$ cat src/rtl/alu_seq_ctrl_if.sv
// Request, response and ALU-side signals of the ALU sequencer.
// master = decode stage plus ALU; slave = the sequencer itself.
interface alu_seq_ctrl_if #(
  parameter int DATA_W = 8
);
  logic                  req_valid;
  logic                  req_ready;
  logic [2:0]            req_op;
  logic [DATA_W-1:0]     req_a;
  logic [DATA_W-1:0]     req_b;
  logic [DATA_W-1:0]     alu_a;
  logic [DATA_W-1:0]     alu_b;
  logic [2:0]            alu_funct;
  logic [DATA_W-1:0]     alu_result;
  logic                  rsp_valid;
  logic                  rsp_ready;
  logic [2*DATA_W-1:0]   rsp_data;
  logic                  rsp_err;

  modport master (
    output req_valid, req_op, req_a, req_b, rsp_ready, alu_result,
    input  req_ready, alu_a, alu_b, alu_funct, rsp_valid, rsp_data, rsp_err
  );

  modport slave (
    input  req_valid, req_op, req_a, req_b, rsp_ready, alu_result,
    output req_ready, alu_a, alu_b, alu_funct, rsp_valid, rsp_data, rsp_err
  );
endinterface

$ cat src/rtl/alu_seq_ctrl.sv
// Sequencer driving the 8-bit ALU: SETUP/EXEC for simple ops, plus HI/LO reads for MUL/DIVMOD.
// Optional macro DIV_ZERO_CHK_EN short-circuits DIVMOD with b==0 into an error response.
module alu_seq_ctrl #(
  parameter int         DATA_W     = 8,
  parameter logic [2:0] IDLE_FUNCT = 3'b111,
  parameter int         CNT_W      = 16
) (
  input  logic             clk,
  input  logic             rst_n,
  alu_seq_ctrl_if.slave    bus,
  output logic [CNT_W-1:0] op_count
);

  localparam logic [2:0] FUNCT_HI = 3'b110;

  typedef enum logic [2:0] {
    S_IDLE,
    S_SETUP,
    S_EXEC,
    S_HI,
    S_LO,
    S_RESP
  } state_t;

  state_t                state_q, state_d;
  logic [DATA_W-1:0]     a_q, a_d;
  logic [DATA_W-1:0]     b_q, b_d;
  logic [2:0]            op_q, op_d;
  logic [2:0]            funct_q, funct_d;
  logic [DATA_W-1:0]     hi_q, hi_d;
  logic [2*DATA_W-1:0]   data_q, data_d;
  logic                  err_q, err_d;
  logic                  vld_q, vld_d;
  logic [CNT_W-1:0]      cnt_q, cnt_d;

  always_comb begin
    state_d = state_q;
    a_d     = a_q;
    b_d     = b_q;
    op_d    = op_q;
    funct_d = funct_q;
    hi_d    = hi_q;
    data_d  = data_q;
    err_d   = err_q;
    vld_d   = vld_q;
    cnt_d   = cnt_q;
    case (state_q)
      S_IDLE: begin
        if (bus.req_valid) begin
          a_d  = bus.req_a;
          b_d  = bus.req_b;
          op_d = bus.req_op;
          // Illegal ops never touch the ALU: funct stays idle so nothing evaluates.
          if (bus.req_op >= 3'd6) begin
            state_d = S_RESP;
            vld_d   = 1'b1;
            data_d  = '0;
            err_d   = 1'b1;
          end
`ifdef DIV_ZERO_CHK_EN
          else if (bus.req_op == 3'd5 && bus.req_b == '0) begin
            state_d = S_RESP;
            vld_d   = 1'b1;
            data_d  = '1;
            err_d   = 1'b1;
          end
`endif
          else begin
            state_d = S_SETUP;
          end
        end
      end
      S_SETUP: begin
        state_d = S_EXEC;
        funct_d = op_q;
      end
      S_EXEC: begin
        if (op_q >= 3'd4) begin
          state_d = S_HI;
          funct_d = FUNCT_HI;
        end else begin
          state_d = S_RESP;
          funct_d = IDLE_FUNCT;
          data_d  = {{DATA_W{1'b0}}, bus.alu_result};
          err_d   = 1'b0;
          vld_d   = 1'b1;
        end
      end
      S_HI: begin
        state_d = S_LO;
        hi_d    = bus.alu_result;
        funct_d = IDLE_FUNCT;
      end
      S_LO: begin
        state_d = S_RESP;
        data_d  = {hi_q, bus.alu_result};
        err_d   = 1'b0;
        vld_d   = 1'b1;
      end
      S_RESP: begin
        if (bus.rsp_ready) begin
          state_d = S_IDLE;
          vld_d   = 1'b0;
          cnt_d   = cnt_q + 1'b1;
        end
      end
      default: begin
        state_d = S_IDLE;
        funct_d = IDLE_FUNCT;
        vld_d   = 1'b0;
      end
    endcase
  end

  always_ff @(posedge clk or negedge rst_n) begin
    if (!rst_n) begin
      state_q <= S_IDLE;
      a_q     <= '0;
      b_q     <= '0;
      op_q    <= '0;
      funct_q <= IDLE_FUNCT;
      hi_q    <= '0;
      data_q  <= '0;
      err_q   <= 1'b0;
      vld_q   <= 1'b0;
      cnt_q   <= '0;
    end else begin
      state_q <= state_d;
      a_q     <= a_d;
      b_q     <= b_d;
      op_q    <= op_d;
      funct_q <= funct_d;
      hi_q    <= hi_d;
      data_q  <= data_d;
      err_q   <= err_d;
      vld_q   <= vld_d;
      cnt_q   <= cnt_d;
    end
  end

  assign bus.req_ready = (state_q == S_IDLE);
  assign bus.alu_a     = a_q;
  assign bus.alu_b     = b_q;
  assign bus.alu_funct = funct_q;
  assign bus.rsp_valid = vld_q;
  assign bus.rsp_data  = data_q;
  assign bus.rsp_err   = err_q;
  assign op_count      = cnt_q;

endmodule

$ cat src/flat_wrapper.sv
// flat-port wrapper written by rule: the top's interface ports become plain ports
module alu_seq_ctrl_flat 
#(
  parameter int         DATA_W     = 8,
  parameter logic [2:0] IDLE_FUNCT = 3'b111,
  parameter int         CNT_W      = 16
)
  (clk, rst_n, op_count, bus_req_valid, bus_req_op, bus_req_a, bus_req_b, bus_rsp_ready, bus_alu_result, bus_req_ready, bus_alu_a, bus_alu_b, bus_alu_funct, bus_rsp_valid, bus_rsp_data, bus_rsp_err);
  alu_seq_ctrl_if #(.DATA_W(DATA_W)) bus_i ();
  input  logic clk;
  input  logic rst_n;
  output logic [CNT_W-1:0] op_count;
  input wire logic [$bits(bus_i.req_valid)-1:0] bus_req_valid;
  input wire logic [$bits(bus_i.req_op)-1:0] bus_req_op;
  input wire logic [$bits(bus_i.req_a)-1:0] bus_req_a;
  input wire logic [$bits(bus_i.req_b)-1:0] bus_req_b;
  input wire logic [$bits(bus_i.rsp_ready)-1:0] bus_rsp_ready;
  input wire logic [$bits(bus_i.alu_result)-1:0] bus_alu_result;
  output wire logic [$bits(bus_i.req_ready)-1:0] bus_req_ready;
  output wire logic [$bits(bus_i.alu_a)-1:0] bus_alu_a;
  output wire logic [$bits(bus_i.alu_b)-1:0] bus_alu_b;
  output wire logic [$bits(bus_i.alu_funct)-1:0] bus_alu_funct;
  output wire logic [$bits(bus_i.rsp_valid)-1:0] bus_rsp_valid;
  output wire logic [$bits(bus_i.rsp_data)-1:0] bus_rsp_data;
  output wire logic [$bits(bus_i.rsp_err)-1:0] bus_rsp_err;
  assign bus_i.req_valid = bus_req_valid;
  assign bus_i.req_op = bus_req_op;
  assign bus_i.req_a = bus_req_a;
  assign bus_i.req_b = bus_req_b;
  assign bus_i.rsp_ready = bus_rsp_ready;
  assign bus_i.alu_result = bus_alu_result;
  assign bus_req_ready = bus_i.req_ready;
  assign bus_alu_a = bus_i.alu_a;
  assign bus_alu_b = bus_i.alu_b;
  assign bus_alu_funct = bus_i.alu_funct;
  assign bus_rsp_valid = bus_i.rsp_valid;
  assign bus_rsp_data = bus_i.rsp_data;
  assign bus_rsp_err = bus_i.rsp_err;
  alu_seq_ctrl #(.DATA_W(DATA_W), .IDLE_FUNCT(IDLE_FUNCT), .CNT_W(CNT_W)) u_core (.clk(clk), .rst_n(rst_n), .bus(bus_i), .op_count(op_count));
endmodule
$ cat config.mk
export PLATFORM = sky130hd
export DESIGN_NAME = alu_seq_ctrl_flat
export DESIGN_NICKNAME = d
export VERILOG_FILES = /design/src/rtl/alu_seq_ctrl_if.sv /design/src/rtl/alu_seq_ctrl.sv /design/src/flat_wrapper.sv
export SDC_FILE = /design/constraint.sdc
export NUM_CORES = 1
export LEC_CHECK = 0
export CORE_MARGIN = 2
export CORE_UTILIZATION = 50
export DETAILED_ROUTE_END_ITERATION = 7
export GPL_TIMING_DRIVEN = 0
export PLACE_DENSITY = 0.95
export SLEW_MARGIN = 30
export SYNTH_ARGS = -nofsm -noshare
export SYNTH_HDL_FRONTEND = slang
export SYNTH_SLANG_ARGS = --single-unit
$ cat constraint.sdc
create_clock -name clk -period 3.87 [get_ports clk]
set_input_delay 0.387 -clock clk [delete_from_list [all_inputs] [get_ports clk]]
set_output_delay 0.387 -clock clk [all_outputs]
set_load 0.01 [all_outputs]
==> metrics <==
worst-margin pin slew=approximately 0.6 ns; GRT Total Usage=0.206; Setup crit end kind=primary output; hold violation count in the final report=0; Final ANT Viol Nets=0; Crit Path Max Fanout=10; Synth Flop Type=dfrtp_1; CTS Buf Count=9; post-DR vias/cell=5.25; antenna diode count=0; Setup TNS=0 ns; Yosys cell types=38; setup slack after layout=between 1.5 and 2 ns; grt total ovfl=0; CTS tree=yes; worst vdd ir=~440 uV; Skew-Pair Late Insertion Delay=~0.33 ns; drt drc=0; vias=between 2,000 and 2,500; TritonRoute pass-1 iters=4; Setup WS pre-CTS=around 1.7 ns; layout cells sized above 1=0.196; CP required=3.48 ns; Clock Skews=slightly above 0.008 ns; Resize count post-CTS=0; Area contributors post-synth=dfrtp_1 58%, mux2_2 11%, nand2_1 3.9%; net count after synthesis=248; largest family of logic cells by synthesized area=multiplexers; fin crit share=0.542; clk sink count=67; HPWL after DPL=between 4 and 5 mm; Yosys top cell area share=0.581; first-pass GRT wire length=9.69 mm; number of flops mapped to enable cells by yosys=0; Final Net Count=approximately 340; clock buffer depth=2; initial antenna violation count=0; number of max-cap violations=0; Post-Synth Simple-Gate Area=0.112; worst hold-check path type=in2async; vias in the first global route=2,010; hold slack=approximately 0.0012 ns; post-synthesis mux area share=0.122; relative slew slack=0.607; pwr dens=747 nW/um^2; io pins=between 80 and 90; Critical Path AT=1.71 ns; final core utilization=0.721; Post-Synth Adder-Cell Area=0.00454; Leakage=between 1.5 and 2 nW; die area=6130 um^2; Tmin final=between 2 and 2.5 ns; largest net degree at the start of global routing=35; Critical Path Source Type=flip-flop; RSZ-0062 raised after global routing=no; Seq cells post-synth=between 60 and 70; row count=27; port buffer count=84; final setup vio count=0; RD Place Congestion=approximately 0.86; Worst-path clk slew=roughly 0.070 ns; Layout area overhead=41.4%; CTS H-tree depth=3; critical path class=reg2out; setup bufs post-CTS=0; Yosys warnings=0; syn_area_per_cell=12.8 um^2; DR WL/cell=14.9 um; Seq/Total Area, Yosys=0.609; Mapped Cells=~220; leading area contributor after synthesis=dfrtp_1; root buffer cell=clkbuf_8; Detailed Route Iter0 Violations=139; core footprint=5410 um^2; fmax=about 0.48 GHz; die height=approximately 78 um; Die X=just under 80 um; hold_buf cts=0; complex-gate fraction of the synthesized area=0.0749; status=finished clean; wirelength, routed=around 5.8 mm; r2r setup slk=around 2.1 ns; Max Slew Vio Count=0; Post-synth ARST share=1.00; Initial Utilization=0.510; total power=between 2 and 3 mW; post-synthesis cell area=2760 um^2; xor and xnor area share after synthesis=0.0535
cell usage after synthesis, drive strengths merged (3+ instances only):
master	number
nand2	29
mux2	28
xor2	4
dfrtp	64
a22o	8
xnor2	12
nor3	3
nor2	8
o21ai	11
nand4	6
nand3	4
buf	8
a21oi	3
inv	3
and3	3
dfstp	3
worst max-delay path: stages (launching register included):
cell	delay [ns]
dfrtp_1	0.38
buf_2	0.18
nor3_1	0.23
clkdlybuf4s50_1	0.59
power by group:
group          total, mW  switching, mW  leakage [nW]  internal (mW)
logic               1.21          0.527         0.760          0.687
registers           1.14          0.162         0.844          0.983
clock network      0.554          0.260        0.0950          0.295
total               2.91          0.949          1.70           1.96
sequential cells by signal, indices dropped and copies added (netlist names):
name and flops:
u_core.bus.rsp_data 16, u_core.op_count 16, u_core.bus.alu_a 8, u_core.bus.alu_b 8, u_core.hi_q 8, u_core.bus.alu_funct 3, u_core.op_q 3, u_core.state_q 3
u_core.bus.rsp_err 1, u_core.bus.rsp_valid 1
placed cells by master (no fill, tap or decap), types with 2 or more instances in the layout:
master,Yosys,routed
dfstp_2,3,3
clkbuf_8,0,9
xor2_1,4,4
nand4_1,5,5
nand3_1,4,4
mux2_2,28,28
buf_2,5,5
clkinv_2,0,3
nor3_1,2,2
dfrtp_1,64,64
nand2b_1,2,2
a21oi_1,3,3
mux2i_1,2,2
a22o_1,8,8
clkdlybuf4s50_1,0,83
nor2_1,8,8
buf_4,2,3
o22a_1,2,2
clkinvlp_4,0,2
nand2_1,29,29
xnor2_1,11,11
inv_1,3,3
and3_1,2,2
o21ai_0,11,11
stage by stage:
step	instances	area (um^2)
finish	389	3900
global route	389	3900
CTS	389	3900
detailed placement	373	3710
global placement	372	3690
floorplan	216	2760
path summary, 6_finish.rpt:
path                       cells past startpoint                 from                 endpoint
setup reg to reg                               5    u_core.state_q[2]  u_core.bus.rsp_data[14]
setup / recovery                               3    u_core.state_q[1]            bus_req_ready
hold / removal                                 1                rst_n       u_core.op_count[7]
min in group clk                               1  u_core.op_count[15]      u_core.op_count[15]
hold reg to reg                                1  u_core.op_count[15]      u_core.op_count[15]
max in group asynchronous                      2                rst_n      u_core.bus.alu_a[2]
per-layer routing:
layer  track usage  share of wire
met1         0.272           0.43
met4        0.0842          0.016
met2         0.326           0.50
met5             0              0
met3        0.0517          0.059
cells by family after synthesis:
kind of cell | count (synthesis)
compound gates | 30
flops | 67
xor+xnor | 16
fa+ha+maj | 1
buf+inv | 12
mux | 30
simple gates | 60
layout make-up:
class | count | area [um^2]
plain buffers | 9 | 55.1
well taps | 72 | 90.1
repair buffers | 85 | 858
clock buffers | 9 | 124
clock inverters | 7 | 68.8
multi-input cells | 137 | 1010
inverters | 3 | 11.3
fillers | 382 | 1510
flip-flops and latches | 67 | 1680
Note: power is estimated with default switching activity, not from simulation.
